**config.mk**
```make
export PLATFORM = sky130hd
export DESIGN_NAME = mips_mc_control
export DESIGN_NICKNAME = d
export VERILOG_FILES = /design/src/rtl/mips_ctrl_pkg.sv /design/src/rtl/mips_alu_decoder.sv /design/src/rtl/mips_mc_control.sv
export SDC_FILE = /design/constraint.sdc
export NUM_CORES = 1
export LEC_CHECK = 0
export BUFFER_PORTS_ARGS = -buffer_cell sky130_fd_sc_hd__buf_2
export CAP_MARGIN = 20
export CORE_AREA = 3 3 40 42
export CTS_BUF_LIST = sky130_fd_sc_hd__clkbuf_4
export DETAILED_ROUTE_END_ITERATION = 8
export DIE_AREA = 0 0 43 45
export PLACE_DENSITY = 0.81
export SLEW_MARGIN = 20
export SYNTH_ARGS = -nofsm -noshare
export SYNTH_HDL_FRONTEND = slang
export SYNTH_SLANG_ARGS = --single-unit
```
**constraint.sdc**
```tcl
create_clock -name clk -period 5.39 [get_ports clk]
set_input_delay 1.078 -clock clk [delete_from_list [all_inputs] [get_ports clk]]
set_output_delay 1.078 -clock clk [all_outputs]
set_load 0.05 [all_outputs]
```
**src/rtl/mips_ctrl_pkg.sv**
```systemverilog
// Shared types and encodings for the multicycle MIPS control unit.
package mips_ctrl_pkg;

    typedef enum logic [3:0] {
        S_FETCH,
        S_DECODE,
        S_MEMADR,
        S_MEMRD,
        S_MEMWB,
        S_MEMWR,
        S_EXECUTE,
        S_ALUWB,
        S_BRANCH,
        S_ADDIEXEC,
        S_ADDIWB,
        S_JUMP
    } state_t;

    typedef enum logic [1:0] {
        ALUOP_ADD   = 2'd0,
        ALUOP_SUB   = 2'd1,
        ALUOP_FUNCT = 2'd2
    } aluop_t;

    localparam logic [5:0] OP_RTYPE = 6'b000000;
    localparam logic [5:0] OP_LW    = 6'b100011;
    localparam logic [5:0] OP_SW    = 6'b101011;
    localparam logic [5:0] OP_BEQ   = 6'b000100;
    localparam logic [5:0] OP_ADDI  = 6'b001000;
    localparam logic [5:0] OP_J     = 6'b000010;

    localparam logic [5:0] FN_ADD = 6'b100000;
    localparam logic [5:0] FN_SUB = 6'b100010;
    localparam logic [5:0] FN_AND = 6'b100100;
    localparam logic [5:0] FN_OR  = 6'b100101;
    localparam logic [5:0] FN_SLT = 6'b101010;

    localparam logic [2:0] ALU_ADD = 3'b010;
    localparam logic [2:0] ALU_SUB = 3'b110;
    localparam logic [2:0] ALU_AND = 3'b000;
    localparam logic [2:0] ALU_OR  = 3'b001;
    localparam logic [2:0] ALU_SLT = 3'b111;

endpackage

```
**src/rtl/mips_alu_decoder.sv**
```systemverilog
// Maps the FSM's ALU intent plus the R-type funct field to an ALU operation.
// Purely combinational; unknown functs fall back to add and are flagged.
module mips_alu_decoder
    import mips_ctrl_pkg::*;
(
    input  aluop_t      aluop,
    input  logic [5:0]  funct,
    output logic [2:0]  alu_control,
    output logic        funct_illegal
);

    always_comb begin
        alu_control   = ALU_ADD;
        funct_illegal = 1'b0;
        case (aluop)
            ALUOP_SUB: alu_control = ALU_SUB;
            ALUOP_FUNCT: begin
                case (funct)
                    FN_ADD:  alu_control = ALU_ADD;
                    FN_SUB:  alu_control = ALU_SUB;
                    FN_AND:  alu_control = ALU_AND;
                    FN_OR:   alu_control = ALU_OR;
                    FN_SLT:  alu_control = ALU_SLT;
                    default: funct_illegal = 1'b1;
                endcase
            end
            default: alu_control = ALU_ADD;
        endcase
    end

endmodule

```
**src/rtl/mips_mc_control.sv**
```systemverilog
// Multicycle MIPS control FSM: sequences fetch/decode/execute over the shared datapath.
// Moore outputs except pc_en (uses zero) and alu_control (uses funct); write enables held low in reset.
module mips_mc_control
    import mips_ctrl_pkg::*;
#(
    parameter state_t RESET_STATE = S_FETCH
) (
    input  logic        clk,
    input  logic        rst,
    input  logic [5:0]  op,
    input  logic [5:0]  funct,
    input  logic        zero,
    output logic        pc_en,
    output logic        iord,
    output logic        mem_write,
    output logic        ir_write,
    output logic        reg_write,
    output logic        reg_dst,
    output logic        mem_to_reg,
    output logic        alu_src_a,
    output logic [1:0]  alu_src_b,
    output logic [1:0]  pc_src,
    output logic [2:0]  alu_control,
    output logic        illegal
);

    state_t r_state;
    state_t w_next;
    aluop_t w_aluop;
    logic   r_illegal;
    logic   w_pc_write;
    logic   w_branch;
    logic   w_mem_write;
    logic   w_ir_write;
    logic   w_reg_write;
    logic   w_op_illegal;
    logic   w_funct_illegal;

    always_ff @(posedge clk or negedge rst) begin
        if (!rst) begin
            r_state   <= RESET_STATE;
            r_illegal <= 1'b0;
        end else begin
            r_state <= w_next;
            if (w_op_illegal || (r_state == S_EXECUTE && w_funct_illegal))
                r_illegal <= 1'b1;
        end
    end

    always_comb begin
        w_next       = S_FETCH;
        w_aluop      = ALUOP_ADD;
        w_op_illegal = 1'b0;
        w_pc_write   = 1'b0;
        w_branch     = 1'b0;
        w_mem_write  = 1'b0;
        w_ir_write   = 1'b0;
        w_reg_write  = 1'b0;
        iord         = 1'b0;
        reg_dst      = 1'b0;
        mem_to_reg   = 1'b0;
        alu_src_a    = 1'b0;
        alu_src_b    = 2'b00;
        pc_src       = 2'b00;
        case (r_state)
            S_FETCH: begin
                alu_src_b  = 2'b01;
                w_ir_write = 1'b1;
                w_pc_write = 1'b1;
                w_next     = S_DECODE;
            end
            S_DECODE: begin
                alu_src_b = 2'b11;
                case (op)
                    OP_LW, OP_SW: w_next = S_MEMADR;
                    OP_RTYPE:     w_next = S_EXECUTE;
                    OP_BEQ:       w_next = S_BRANCH;
                    OP_ADDI:      w_next = S_ADDIEXEC;
                    OP_J:         w_next = S_JUMP;
                    default:      w_op_illegal = 1'b1;
                endcase
            end
            S_MEMADR: begin
                alu_src_a = 1'b1;
                alu_src_b = 2'b10;
                w_next    = (op == OP_SW) ? S_MEMWR : S_MEMRD;
            end
            S_MEMRD: begin
                iord   = 1'b1;
                w_next = S_MEMWB;
            end
            S_MEMWB: begin
                mem_to_reg  = 1'b1;
                w_reg_write = 1'b1;
            end
            S_MEMWR: begin
                iord        = 1'b1;
                w_mem_write = 1'b1;
            end
            S_EXECUTE: begin
                alu_src_a = 1'b1;
                w_aluop   = ALUOP_FUNCT;
                w_next    = S_ALUWB;
            end
            S_ALUWB: begin
                reg_dst     = 1'b1;
                w_reg_write = 1'b1;
            end
            S_BRANCH: begin
                alu_src_a = 1'b1;
                w_aluop   = ALUOP_SUB;
                pc_src    = 2'b01;
                w_branch  = 1'b1;
            end
            S_ADDIEXEC: begin
                alu_src_a = 1'b1;
                alu_src_b = 2'b10;
                w_next    = S_ADDIWB;
            end
            S_ADDIWB: w_reg_write = 1'b1;
            S_JUMP: begin
                pc_src     = 2'b10;
                w_pc_write = 1'b1;
            end
            default: w_next = S_FETCH;
        endcase
    end

    mips_alu_decoder u_alu_dec (
        .aluop         (w_aluop),
        .funct         (funct),
        .alu_control   (alu_control),
        .funct_illegal (w_funct_illegal)
    );

    // Gate on branch first so an unknown zero outside BRANCH cannot leak into pc_en.
    assign pc_en     = rst & (w_pc_write | (w_branch ? zero : 1'b0));
    assign mem_write = rst & w_mem_write;
    assign ir_write  = rst & w_ir_write;
    assign reg_write = rst & w_reg_write;
    assign illegal   = r_illegal;

endmodule

```
After elaboration in Yosys (flattened, before gate mapping) --
Index checks and enable logic that the tools add are counted.
Word-level totals: output and inout bits 16, ROM bits 0, RAM bits 0, memories 0, register bits after elaboration 5, bits in latches 0, input port bits 15, logic and storage cells 64
Operators by class: $mul 0, div/mod/pow operators 0, shift operators 0, muxes and demuxes 22, reduce and logical (&&, ||, !) cells 12, add/sub/neg operators 0, bitwise gates (word level) 5, equality and inequality tests 23, order comparisons 0
Operator list (count):
- 6-bit equality test (second input constant) | 7
- 4-bit one-hot mux with 6 select lines | 1
- 4-bit one-hot mux with 5 select lines | 1
- 4-bit by 3-bit equality test with 1-bit output (second input constant) | 4
- 4-bit equality test (second input constant) | 4
- 1-bit two-way mux | 14
- 3-bit one-hot mux with 4 select lines | 1
- 4-bit by 2-bit equality test with 1-bit output (second input constant) | 2
- 2-bit one-hot mux with 2 select lines | 2
- 2-bit OR reduction | 4
- 6-bit by 2-bit equality test with 1-bit output (second input constant) | 1
- 6-bit by 3-bit equality test with 1-bit output (second input constant) | 1
- 6-bit by 4-bit equality test with 1-bit output (second input constant) | 1
- 6-bit logical NOT | 1
- 2-bit one-hot mux with 3 select lines | 1
- 3-bit one-hot mux with 2 select lines | 1
- 6-bit OR reduction | 1
- 5-bit OR reduction | 1
- 1-bit AND | 4
- 4-bit by 1-bit equality test with 1-bit output (second input constant) | 1
- 4-bit logical NOT | 1
- 4-bit OR reduction | 1
- 3-bit two-way mux | 1
- 3-bit OR reduction | 1
- 5 further kinds | 5

Logic depth before layout (Yosys ltp) --
Gate-level depths: netlist of the first run.
word-level depth 6, depth in mapped cells 9, gate-level depth less buffers 8

Modules after synthesis --
From an unflattened synthesis of the first run, not the netlist that was laid out.
Second synthesis, totals: cells, all modules 85, area, all modules 641.9 µm²
By module, submodules not included:
- mips_mc_control | instances 1, cells an instance 65, area an instance 493.0 µm², seq. area each 125.1 µm²
- mips_alu_decoder | instances 1, cells an instance 20, area an instance 148.9 µm², seq. area each 0.0 µm²

Least setup slack after synthesis of the first run --
No wires, ideal clock.
path kind register -> output, from register r_state[1], to output port alu_src_a, stages on the path, launching flop included 7, buffers on the path 2, setup slack 1.512 ns, required time 4.312 ns, data arrival time 2.800 ns, cells stage by stage dfrtp_1 -> clkbuf_1 -> clkbuf_1 -> nor3_1 -> inv_1 -> ha_1 -> o21ai_0
On the way: cells in the longest elaborated chain, start to end 3, elaborated cells between the ends (all ways) 6, classes of those cells 4 x eq/ne; 1 x mux; 1 x reduce/logical
Ends and longest elaborated chain:
- start: declaration | line mips_mc_control.sv:27 | state_t r_state;
- start signal: assignment | line mips_mc_control.sv:44 | r_state <= w_next;
- 4-bit by 3-bit equality test with 1-bit output, or another cell as far along | line mips_mc_control.sv:65 | case (r_state)
- 4-bit OR reduction (no source line) (*)
- 1-bit two-way mux (*) | line mips_mc_control.sv:65
- end: declaration | line mips_mc_control.sv:20 | output logic alu_src_a,
Mark *: on every way between the ends. The rest lies on a longest branch, timed or not.

Worst setup path in the final report of the first run --
from register r_state[2], to output port alu_control[1]
On the way: cells in the longest elaborated chain, start to end 4, elaborated cells between the ends (all ways) 6, classes of those cells 4 x eq/ne; 2 x mux
Ends and longest elaborated chain:
- 4-bit equality test or 4-bit by 3-bit equality test with 1-bit output (tied branches) | line mips_mc_control.sv:65
- 2-bit one-hot mux with 2 select lines (*) | line mips_mc_control.sv:65
- 2-bit equality test or 2-bit by 1-bit equality test with 1-bit output (tied branches) | line mips_alu_decoder.sv:15 | case (aluop)
- 3-bit one-hot mux with 2 select lines (*) | line mips_alu_decoder.sv:15
- end: declaration | line mips_mc_control.sv:23 | output logic [2:0] alu_control,
Marked as above.

==> run summary, run 1 <==
YOSYS
--------------------------------------------------------------------------------------------------------
Synthesized netlist cell count ............................................................           88
Number of nets in the synthesized netlist .................................................          106
Avg Synthesized Cell Area .................................................................   7.01 sq um
Register bit count reported by yosys ......................................................            5
Area of the mapped netlist ................................................................    617 sq um
Number of warnings printed during yosys synthesis .........................................            0
Number of different library cells in the post-synthesis netlist ...........................           33
Post-synthesis sequential area ratio ......................................................        20.3%

PLACED DESIGN
--------------------------------------------------------------------------------------------------------
Final HPWL from detailed placement ........................................................      1220 um
Total placed instance area ................................................................    767 sq um
Worst-case setup slack after placement ....................................................      2.39 ns
Number of buffer cells added on primary ports .............................................           30
RD Place Congestion .......................................................................        0.796

WORST SETUP PATH
--------------------------------------------------------------------------------------------------------
Worst path slowest cell ................................................................... sky130_fd_sc_hd__dfrtp_1
Worst path required time ..................................................................      4.31 ns
Family with the most delay on the worst path ..............................................   flip-flops
Crit path cell chain ...................................................................... nor2b_1, nand3b_1, inv_1, ha_1, inv_1, a31o_2, nand2_1, buf_2
Endpoint class of the critical path .......................................................  output port
Max incr delay on CP ......................................................................      0.58 ns
Setup slack, reg-to-reg ...................................................................      3.35 ns
CP bufs+invs ..............................................................................            3
Critical Path Fanout Max ..................................................................           14
Source of the critical timing path ........................................................   r_state[2]
Critical path launch point type ...........................................................     register
Crit path top cell by count ............................................................... sky130_fd_sc_hd__inv_1
Origin of the critical flop-to-flop path ..................................................   r_state[2]
Critical path arrival .....................................................................      2.12 ns
Path type of the worst setup path .........................................................      reg2out

CLOCK NETWORK
--------------------------------------------------------------------------------------------------------
Setup repair bufs after CTS ...............................................................            0
H-Tree Depth ..............................................................................            1
Hold buffers post-CTS .....................................................................            0
Sink count of the clock tree ..............................................................            5
Maximum clock path buffer count ...........................................................            2
Root Buffer Master ........................................................................ sky130_fd_sc_hd__clkbuf_4
Worst-skew pair later-pin latency .........................................................      0.25 ns
CTS tree ..................................................................................          yes
Post-cts repair resize count ..............................................................            0
Post-CTS clock slew at the launch and capture registers of the worst setup and hold paths .      0.04 ns
Clock buffer count from CTS ...............................................................            3

FINISH
--------------------------------------------------------------------------------------------------------
Most frequent standard cell in the layout excluding fill and tap cells .................... sky130_fd_sc_hd__buf_2
Post-layout utilization of the core .......................................................        62.0%
Final antenna diode count .................................................................            0
Area Growth Syn to Fin ....................................................................        29.2%
Post-layout net count .....................................................................          136
Share of cells above drive strength 1 .....................................................        33.3%
Finished layout cell area .................................................................    797 sq um
Highest-count cells in the layout ignoring fill and taps .................................. 30 x sky130_fd_sc_hd__buf_2, 12 x sky130_fd_sc_hd__nor2_1, 7 x sky130_fd_sc_hd__nand2_1

DETAILED ROUTING
--------------------------------------------------------------------------------------------------------
Routed len/inst ...........................................................................      11.8 um
Via count normalized by instance count ....................................................         5.32
Routed vias ...............................................................................          702
Starting DRC count in detailed routing ....................................................           12
Total wirelength of the detailed-routed design ............................................      1550 um
ANT nets after route ......................................................................            0
Count of unresolved DRC violations after routing ..........................................            0
Iteration count of the initial detailed-routing pass ......................................            4

STA
--------------------------------------------------------------------------------------------------------
Maximum frequency from static timing analysis .............................................      313 MHz
Setup TNS after final layout ..............................................................         0 ns
Skew final ................................................................................   0.00799 ns
Final cycle utilization of the critical path ..............................................        59.3%
Worst slew margin .........................................................................        68.9%
RSZ-0062 raised after global routing ......................................................        false
Crit path setup slack, layout .............................................................      2.20 ns
Setup violators final .....................................................................            0
Time the final worst path needs with I/O delays and setup .................................      3.19 ns
Max-slew violations .......................................................................            0
Least-Margin Pin Slew .....................................................................     0.466 ns
Final hold vios ...........................................................................            0

DIE
--------------------------------------------------------------------------------------------------------
X dimension of the die ....................................................................        43 um
Initial cell density of the core ..........................................................        48.0%
Core outline area .........................................................................   1280 sq um
Die outline area ..........................................................................   1940 sq um
IO Count ..................................................................................           31
DIE HEIGHT ................................................................................        45 um
Num rows ..................................................................................           13

POWER AND IR DROP
--------------------------------------------------------------------------------------------------------
Total power after layout ..................................................................     0.322 mW
Static leakage ............................................................................     0.375 nW
PD cells ..................................................................................  404 nW/um^2
Peak ir drop on the vdd network ...........................................................     0.305 mV

GLOBAL ROUTE
--------------------------------------------------------------------------------------------------------
Total grt overflow ........................................................................            0
Vias in the first global route ............................................................          624
Maximum number of pins on one net before global-route repair ..............................           17
Total Routing Usage GR ....................................................................        18.5%
First-pass GRT wire length ................................................................      2690 um
Initial antenna violation count ...........................................................            0

HOLD PATH
--------------------------------------------------------------------------------------------------------
Worst min path class ......................................................................      reg2reg
Startpoint of the worst hold path .........................................................      illegal

OUTCOME
--------------------------------------------------------------------------------------------------------
Outcome ...................................................................................    completed

JOB
--------------------------------------------------------------------------------------------------------
Reported max-cap violation count ..........................................................            0

kinds of logic after synthesis:
| kind of cell | share of synthesized area, % |
|---|---|
| simple gates | 40.8 |
| compound gates | 21.5 |
| buf+inv | 5.48 |
| flops | 20.3 |
| xor+xnor | 4.26 |
| fa+ha+maj | 6.09 |
| mux | 1.62 |
sequential cells by signal (all words and copies together), names as in the netlist:
signal / count
r_state: 4
illegal: 1
cell type report:
type / instances / area, sq um
tap: 15 / 18.8
multi-input combinational: 74 / 458
inverter: 4 / 15.0
timing repair buffer: 30 / 150
clock buffer: 4 / 30.0
sequential: 5 / 125
fill: 120 / 488
path summary, 6_finish.rpt:
| path | end | depth (start not counted) |
|---|---|---|
| worst max-delay path | alu_control[1] | 8 |
| worst min register to register | illegal | 1 |
| max in group asynchronous | r_state[2] | 1 |
| min in group asynchronous | r_state[0] | 1 |
| worst max register to register | illegal | 8 |
| worst min-delay path | illegal | 1 |
power breakdown:
group          total [mW]  leakage, nW  switching, mW  internal (mW)
logic               0.196        0.294          0.137         0.0594
clock network      0.0489       0.0184         0.0159         0.0330
registers          0.0769       0.0619         0.0314         0.0455
cells in the mapped netlist (all sizes together):
cell	number	share of area, %
nand2	7	4.3
nor3	5	4.1
a311oi	1	1.4
a31o	1	1.4
and3	3	3.0
inv	4	2.4
nor2b	2	2.0
or3	2	2.0
o31ai	1	1.2
a21oi	5	4.1
nor4	1	1.0
nand3	4	3.2
nand2b	5	5.1
nand4	2	2.0
dfrtp	5	20
nand3b	1	1.2
or2b	1	1.4
clkbuf	5	3.0
and2b	2	2.8
o41ai	1	1.4
a41oi	1	1.4
nor2	12	7.3
o21ai	3	2.4
nor3b	1	1.2
mux2i	1	1.6
xnor2	1	1.4
o32ai	1	1.4
xor2	2	2.8
ha	3	6.1
a22oi	1	1.2
a211oi	3	4.5
o22ai	1	1.0
stage by stage:
step	std cells	hold WS (ns)
floorplan	88	0.587
global placement	128	0.458
detailed placement	128	0.455
CTS	132	0.469
global route	132	0.511
finish	132	0.460
worst register-to-register path, cell delays in order, from the launching register on:
cell	delay, ns
sky130_fd_sc_hd__dfrtp_1	0.58
sky130_fd_sc_hd__nor2b_1	0.24
sky130_fd_sc_hd__nand3b_1	0.18
sky130_fd_sc_hd__inv_1	0.11
sky130_fd_sc_hd__ha_1	0.18
sky130_fd_sc_hd__inv_1	0.05
sky130_fd_sc_hd__a31o_2	0.22
sky130_fd_sc_hd__a311oi_1	0.27
sky130_fd_sc_hd__or3_1	0.14
per-layer routing:
layer,GRT usage (%),wire length [um],vias up
met3,4.78,96,4
met2,31.4,724,21
met5,0,0,-
met4,7.23,19,0
met1,22.6,713,303
li1,-,-,374
(Power assumes the default switching activity.)
==> run 2, diff against run 1 <==
ABC_AREA = 1   (was default)
CORE_AREA = default   (was 3 3 40 42)
CORE_MARGIN = 3   (was default)
CORE_UTILIZATION = 47   (was default)
DIE_AREA = default   (was 0 0 43 45)
PLACE_DENSITY = 0.8   (was 0.81)
clock period = 3.2 ns   (was 5.39 ns; I/O delays follow)
==> run summary, run 2 <==
DIE
--------------------------------------------------------------------------------------------------------
DIE HEIGHT ................................................................................      43.7 um   -3.0%
Num rows ..................................................................................           12   -1
Core outline area .........................................................................   1220 sq um   -5.4%
Die outline area ..........................................................................   1910 sq um   -1.4%
IO Count ..................................................................................           31   unchanged
X dimension of the die ....................................................................      43.7 um   +1.6%
Initial cell density of the core ..........................................................        54.8%   +6.8 points

DETAILED ROUTING
--------------------------------------------------------------------------------------------------------
Total wirelength of the detailed-routed design ............................................      1670 um   +7.6%
Via count normalized by instance count ....................................................         4.88   -8.2%
Routed vias ...............................................................................          820   +17%
Iteration count of the initial detailed-routing pass ......................................            4   unchanged
ANT nets after route ......................................................................            0   unchanged
Starting DRC count in detailed routing ....................................................           36   +24
Count of unresolved DRC violations after routing ..........................................            0   unchanged
Routed len/inst ...........................................................................      9.95 um   -15%

CLOCK NETWORK
--------------------------------------------------------------------------------------------------------
Setup repair bufs after CTS ...............................................................            0   unchanged
Post-cts repair resize count ..............................................................            0   unchanged
Sink count of the clock tree ..............................................................            5   unchanged
Root Buffer Master ........................................................................ sky130_fd_sc_hd__clkbuf_4
Post-CTS clock slew at the launch and capture registers of the worst setup and hold paths .      0.05 ns   about the same
Hold buffers post-CTS .....................................................................            0   unchanged
H-Tree Depth ..............................................................................            1   unchanged
Clock buffer count from CTS ...............................................................            3   unchanged
CTS tree ..................................................................................          yes
Maximum clock path buffer count ...........................................................            2   unchanged
Worst-skew pair later-pin latency .........................................................      0.24 ns   about the same

GLOBAL ROUTE
--------------------------------------------------------------------------------------------------------
Total Routing Usage GR ....................................................................        18.8%   +0.26 points
Vias in the first global route ............................................................          706   +13%
Initial antenna violation count ...........................................................            0   unchanged
Total grt overflow ........................................................................            0   unchanged
First-pass GRT wire length ................................................................      2820 um   +4.9%
Maximum number of pins on one net before global-route repair ..............................            8   -9

STA
--------------------------------------------------------------------------------------------------------
Maximum frequency from static timing analysis .............................................      379 MHz
Max-slew violations .......................................................................            0   unchanged
Skew final ................................................................................  0.000561 ns   -0.00743 ns
Final hold vios ...........................................................................            0   unchanged
Least-Margin Pin Slew .....................................................................     0.361 ns   -0.105 ns
Setup TNS after final layout ..............................................................         0 ns   unchanged
Crit path setup slack, layout .............................................................     0.562 ns   -1.63 ns
Final cycle utilization of the critical path ..............................................        82.4%
RSZ-0062 raised after global routing ......................................................        false
Setup violators final .....................................................................            0   unchanged
Time the final worst path needs with I/O delays and setup .................................      2.64 ns
Worst slew margin .........................................................................        75.8%   +6.9 points
Hold_ws ...................................................................................     0.218 ns   -0.242 ns

WORST SETUP PATH
--------------------------------------------------------------------------------------------------------
Setup slack, reg-to-reg ...................................................................      1.68 ns   -1.67 ns
Endpoint class of the critical path .......................................................  output port
Worst Reg-to-Reg Cells ....................................................................            9   +1
Total number of cells along the worst setup path ..........................................           10   +2
Critical path launch point type ...........................................................     register
CP bufs+invs ..............................................................................            4   +1
Origin of the critical flop-to-flop path ..................................................   r_state[1]
Crit Reg-Reg Endpoint .....................................................................      illegal
Path type of the worst setup path .........................................................      reg2out
Crit path cell chain ...................................................................... nor2_2, inv_2, nor2_2, inv_1, ha_1, inv_1, nor2_1, a41oi_1, nand2_1, buf_2
Worst path slowest cell ................................................................... sky130_fd_sc_hd__dfrtp_1
Critical Path Fanout Max ..................................................................            6   -8
Family with the most delay on the worst path ..............................................   flip-flops
Max incr delay on CP ......................................................................      0.45 ns   -0.13 ns
Critical path arrival .....................................................................      2.00 ns   -0.12 ns
Worst path required time ..................................................................      2.56 ns   -1.75 ns
Source of the critical timing path ........................................................   r_state[1]

HOLD PATH
--------------------------------------------------------------------------------------------------------
Worst min path class ......................................................................     in2async

PLACED DESIGN
--------------------------------------------------------------------------------------------------------
Cells after DPL ...........................................................................          164   +28%
Number of buffer cells added on primary ports .............................................           30   unchanged
Total placed instance area ................................................................    835 sq um   +8.8%
Final HPWL from detailed placement ........................................................      1450 um   +19%
Worst-case setup slack after placement ....................................................     0.832 ns   -1.55 ns
RD Place Congestion .......................................................................        0.856   +7.6%

YOSYS
--------------------------------------------------------------------------------------------------------
Cell accounting for the most synthesized area ............................................. sky130_fd_sc_hd__dfrtp_1
Count of flip-flops with a built-in enable after synthesis ................................            0   unchanged
Area share of the largest cell type after synthesis .......................................        18.8%   -1.5 points
Top area cells in the synthesized netlist ................................................. sky130_fd_sc_hd__dfrtp_1 19%, sky130_fd_sc_hd__nand2_1 17%, sky130_fd_sc_hd__nor2_1 14%
Top-count cell post-synth ................................................................. sky130_fd_sc_hd__nand2_1
Area of the mapped netlist ................................................................    667 sq um   +8.1%
Number of nets in the synthesized netlist .................................................          138   +30%
Synthesized netlist cell count ............................................................          120   +36%
Most frequent cells after synthesis ....................................................... 31 x sky130_fd_sc_hd__nand2_1, 24 x sky130_fd_sc_hd__nor2_1, 16 x sky130_fd_sc_hd__inv_1, 9 x sky130_fd_sc_hd__inv_2
Number of warnings printed during yosys synthesis .........................................            0   unchanged
FFs w/ async S/R, synth ...................................................................         100%   unchanged
Number of different library cells in the post-synthesis netlist ...........................           22   -33%
Register bit count reported by yosys ......................................................            5   unchanged
Avg Synthesized Cell Area .................................................................   5.56 sq um   -21%
Dominant synthesized flop cell ............................................................ sky130_fd_sc_hd__dfrtp_1
Post-synthesis sequential area ratio ......................................................        18.8%   -1.5 points

FINISH
--------------------------------------------------------------------------------------------------------
Most frequent standard cell in the layout excluding fill and tap cells .................... sky130_fd_sc_hd__nand2_1
Highest-count cells in the layout ignoring fill and taps .................................. 31 x sky130_fd_sc_hd__nand2_1, 30 x sky130_fd_sc_hd__buf_2, 24 x sky130_fd_sc_hd__nor2_1
Most flop-heavy register ..................................................................      r_state
Finished layout cell area .................................................................    865 sq um   +8.5%
Share of cells above drive strength 1 .....................................................        35.7%   +2.4 points
Final antenna diode count .................................................................            0   unchanged
Final non-filler cell total ...............................................................          168   +27%
Flip-flop count of the largest register, all copies and words added .......................            4   unchanged
Post-layout net count .....................................................................          173   +27%
Area Growth Syn to Fin ....................................................................        29.6%

OUTCOME
--------------------------------------------------------------------------------------------------------
Outcome ...................................................................................    completed

POWER AND IR DROP
--------------------------------------------------------------------------------------------------------
PD cells ..................................................................................  659 nW/um^2   +63%
Static leakage ............................................................................     0.518 nW   +38%
Peak ir drop on the vdd network ...........................................................     0.396 mV   +30%

JOB
--------------------------------------------------------------------------------------------------------
Reported max-cap violation count ..........................................................            0   unchanged

-- run 2: cell count changes after synthesis, sizes merged, moves of 3 or more --
cell / delta
a211oi: -3
a21oi: -3
and3: -3
clkbuf: -5
inv: +21
nand2: +28
nand2b: -5
nor2: +18
nor3: -3
-- run 2: final cells by class --
class	instances	area, sq um
timing repair buffer	30	150
inverter	25	93.8
tap	14	17.5
multi-input combinational	90	448
sequential	5	125
clock buffer	4	30.0
fill	119	352
-- run 2: where the power goes --
group / switching [mW] / internal, mW / total (mW)
clock network: 0.0279 / 0.0557 / 0.0836
logic: 0.296 / 0.0948 / 0.391
registers: 0.0171 / 0.0783 / 0.0954
-- run 2: logic make-up (layout without fill, tap and decap cells) --
kind of cell	count (synthesis)	count (layout)	share of synthesized area [%]
buf+inv	25	59	14.1
flops	5	5	18.8
compound gates	11	11	9.95
fa+ha+maj	3	3	5.63
simple gates	76	76	51.6
-- run 2: worst max-delay path by stage --
stage / endpoint / slack (ns)
after global routing: alu_control[1] / 0.38
after global placement: alu_control[1] / 0.90
after floorplan: alu_control[1] / 0.45
final: alu_control[1] / 0.56
after CTS: alu_control[1] / 0.56
after detailed placement: alu_control[1] / 0.83
-- run 2: metal layers --
layer	share of wire (%)	global-route usage (%)	vias up
met5	0	0	-
li1	-	-	438
met3	7.3	0	4
met2	48	31.4	34
met1	44	26.4	344
met4	0.66	5.42	0
-- run 2: worst reg2reg max path, delay by kind of cell (launching register included) --
kind,cells,cell delay [ns]
and+or+nand+nor,5,0.53
DFF,1,0.45
buffers and inverters,3,0.22
adders and majority gates,1,0.21
-- run 2: metrics by stage --
| step | utilization (%) | total power [mW] |
|---|---|---|
| after floorplan | - | 0.400 |
| after global placement | 68.6 | 0.475 |
| after detailed placement | 68.6 | 0.484 |
| after CTS | 71.1 | 0.567 |
| after global routing | 71.1 | 0.604 |
| final | 71.1 | 0.570 |
==> run 3, diff against run 2 <==
ABC_AREA = 0   (was 1)
CORE_UTILIZATION = 42   (was 47)
PLACE_DENSITY = 0.77   (was 0.8)
clock period = 2.3 ns   (was 3.2 ns; I/O delays follow)
==> run summary, run 3 (same netlist as run 1, synthesis figures left out) <==
DIE
--------------------------------------------------------------------------------------------------------
IO Count ..................................................................................           31   unchanged
Num rows ..................................................................................           13   +1
Initial cell density of the core ..........................................................        46.2%   -8.6 points
DIE HEIGHT ................................................................................      44.3 um   +1.5%
Core outline area .........................................................................   1330 sq um   +9.7%
Die outline area ..........................................................................   1960 sq um   +3.0%
X dimension of the die ....................................................................      44.3 um   +1.5%

STA
--------------------------------------------------------------------------------------------------------
Crit path setup slack, layout .............................................................    0.0541 ns   -0.508 ns
Setup violators final .....................................................................            0   unchanged
Maximum frequency from static timing analysis .............................................      445 MHz
Max-slew violations .......................................................................            0   unchanged
Skew final ................................................................................   0.00340 ns   +0.00284 ns
Worst slew margin .........................................................................        76.7%   +0.88 points
Time the final worst path needs with I/O delays and setup .................................      2.25 ns
Final cycle utilization of the critical path ..............................................        97.6%
Final hold vios ...........................................................................            0   unchanged
Least-Margin Pin Slew .....................................................................     0.347 ns   -0.0140 ns

WORST SETUP PATH
--------------------------------------------------------------------------------------------------------
Origin of the critical flop-to-flop path ..................................................   r_state[3]
Crit Reg-Reg Endpoint .....................................................................      illegal
Setup slack, reg-to-reg ...................................................................      0.49 ns   -1.19 ns
Endpoint class of the critical path .......................................................  output port
Crit path top cell by count ............................................................... sky130_fd_sc_hd__inv_1
Worst Reg-to-Reg Cells ....................................................................            8   -1
Critical path arrival .....................................................................      1.79 ns   -0.21 ns
Critical path launch point type ...........................................................     register
Worst path slowest cell ................................................................... sky130_fd_sc_hd__dfrtp_2
Source of the critical timing path ........................................................   r_state[3]
Path type of the worst setup path .........................................................      reg2out
Family with the most delay on the worst path ..............................................   flip-flops
Crit path cell chain ...................................................................... nor2b_2, nand3b_1, inv_1, ha_2, inv_1, a31o_2, nand2_2, buf_6
Worst path required time ..................................................................      1.84 ns   -0.72 ns
Critical Path Fanout Max ..................................................................            4   -2
CP bufs+invs ..............................................................................            3   -1
Max incr delay on CP ......................................................................      0.44 ns   about the same

GLOBAL ROUTE
--------------------------------------------------------------------------------------------------------
First-pass GRT wire length ................................................................      2760 um   -2.2%
Initial antenna violation count ...........................................................            0   unchanged
Maximum number of pins on one net before global-route repair ..............................           14   +6
Total grt overflow ........................................................................            0   unchanged
Total Routing Usage GR ....................................................................        19.1%   +0.31 points
Vias in the first global route ............................................................          691   -2.1%

OUTCOME
--------------------------------------------------------------------------------------------------------
Outcome ...................................................................................    completed

FINISH
--------------------------------------------------------------------------------------------------------
Flip-flop count of the largest register, all copies and words added .......................            4   unchanged
Final antenna diode count .................................................................            0   unchanged
Area Growth Syn to Fin ....................................................................        48.9%
Share of cells above drive strength 1 .....................................................        47.2%   +11 points
Post-layout net count .....................................................................          144   -17%
Highest-count cells in the layout ignoring fill and taps .................................. 28 x sky130_fd_sc_hd__buf_2, 11 x sky130_fd_sc_hd__nor2_1, 9 x sky130_fd_sc_hd__buf_4
Number of fill cells ......................................................................          123   +3.4%
Post-layout utilization of the core .......................................................        68.9%   -2.2 points
Most flop-heavy register ..................................................................      r_state
Most frequent standard cell in the layout excluding fill and tap cells .................... sky130_fd_sc_hd__buf_2

PLACED DESIGN
--------------------------------------------------------------------------------------------------------
Number of buffer cells added on primary ports .............................................           30   unchanged
Final HPWL from detailed placement ........................................................      1260 um   -13%
Worst-case setup slack after placement ....................................................     0.149 ns   -0.684 ns
RD Place Congestion .......................................................................        0.805   -5.9%

DETAILED ROUTING
--------------------------------------------------------------------------------------------------------
Routed vias ...............................................................................          767   -6.5%
Via count normalized by instance count ....................................................         5.48   +12%
Starting DRC count in detailed routing ....................................................           13   -64%
Total wirelength of the detailed-routed design ............................................      1670 um   -0.18%
ANT nets after route ......................................................................            0   unchanged
Iteration count of the initial detailed-routing pass ......................................            4   unchanged
Count of unresolved DRC violations after routing ..........................................            0   unchanged
Routed len/inst ...........................................................................      11.9 um   +20%

CLOCK NETWORK
--------------------------------------------------------------------------------------------------------
Clock buffer count from CTS ...............................................................            3   unchanged
H-Tree Depth ..............................................................................            1   unchanged
Post-CTS clock slew at the launch and capture registers of the worst setup and hold paths .      0.05 ns   about the same
Root Buffer Master ........................................................................ sky130_fd_sc_hd__clkbuf_4
Sink count of the clock tree ..............................................................            5   unchanged
Maximum clock path buffer count ...........................................................            2   unchanged
CTS tree ..................................................................................          yes
Worst-skew pair later-pin latency .........................................................      0.25 ns   about the same

JOB
--------------------------------------------------------------------------------------------------------
Reported max-cap violation count ..........................................................            0   unchanged

POWER AND IR DROP
--------------------------------------------------------------------------------------------------------
Peak ir drop on the vdd network ...........................................................     0.622 mV   +57%
PD cells ..................................................................................  884 nW/um^2   +34%
Static leakage ............................................................................     0.419 nW   -19%

HOLD PATH
--------------------------------------------------------------------------------------------------------
Worst min path class ......................................................................     in2async

-- run 3: cell count changes in the layout (fill, tap and decap cells not counted), moves of 3 or more --
cell / before / now
sky130_fd_sc_hd__buf_4: 0 / 9
sky130_fd_sc_hd__nand2_1: 31 / 6
sky130_fd_sc_hd__and3_1: 0 / 3
sky130_fd_sc_hd__nor2_1: 24 / 11
sky130_fd_sc_hd__o21ai_1: 4 / 0
sky130_fd_sc_hd__inv_1: 16 / 4
sky130_fd_sc_hd__nor2_2: 5 / 0
sky130_fd_sc_hd__o21ai_0: 0 / 3
sky130_fd_sc_hd__inv_2: 9 / 0
sky130_fd_sc_hd__nand2b_1: 0 / 4
sky130_fd_sc_hd__nand2_2: 4 / 1
-- run 3: worst reg2reg max path, cell delays in order, from the launching register on --
cell,delay [ns]
sky130_fd_sc_hd__dfrtp_2,0.44
sky130_fd_sc_hd__nor2b_2,0.15
sky130_fd_sc_hd__nand3b_1,0.17
sky130_fd_sc_hd__inv_1,0.10
sky130_fd_sc_hd__ha_2,0.20
sky130_fd_sc_hd__inv_1,0.05
sky130_fd_sc_hd__a31o_2,0.22
sky130_fd_sc_hd__a311oi_1,0.28
sky130_fd_sc_hd__or3_1,0.14
-- run 3: worst max-delay path by stage --
stage,endpoint,cells past startpoint
finish,alu_control[1],8
global placement,alu_control[1],8
CTS,alu_control[1],8
detailed placement,alu_control[1],8
floorplan,alu_src_a,6
global route,alu_control[1],8
-- run 3: area by class of cell --
type | count | area (sq um) | area share [%]
Sequential cell | 5 | 128 | 13.9
Multi-Input combinational cell | 74 | 510 | 55.6
Inverter | 4 | 15.0 | 1.63
Clock buffer | 3 | 22.5 | 2.45
Tap cell | 15 | 18.8 | 2.04
Timing Repair Buffer | 38 | 219 | 23.8
Clock inverter | 1 | 5.00 | 0.545
-- run 3: power by group --
group / switching [mW] / internal, mW / total [mW] / leakage, nW
Combinational: 0.395 / 0.176 / 0.571 / 0.343
Sequential: 0.0280 / 0.109 / 0.137 / 0.0586
Clock: 0.0409 / 0.0632 / 0.104 / 0.0177
Total: 0.464 / 0.347 / 0.812 / 0.419
-- run 3: per-stage QoR --
step,hold WS [ns],instances,setup TNS (ns),power [mW],area (sq um)
after floorplan,0.164,88,-0.232,0.563,661
after global placement,0.296,131,0,0.687,830
after detailed placement,0.297,131,0,0.692,830
after CTS,0.0279,139,0,0.813,903
after global routing,0.0487,140,-0.0119,0.869,918
final,0.0329,140,0,0.812,918
-- run 3: per-layer routing --
metal / global-route usage, % / part of all wire, % / vias to the layer above
met2: 34.0 / 50 / 23
li1: - / - / 393
met3: 2.44 / 5.0 / 4
met5: 0 / 0 / -
met4: 12.7 / 1.6 / 0
met1: 20.8 / 43 / 347
-- run 3: repair_timing --
action                     in CTS  in global routing
gates resized for setup         6                  3
hold buffers                    0                  0
pin swaps                       1                  0
setup endpoints to repair       3                  3
setup buffers                   4                  1
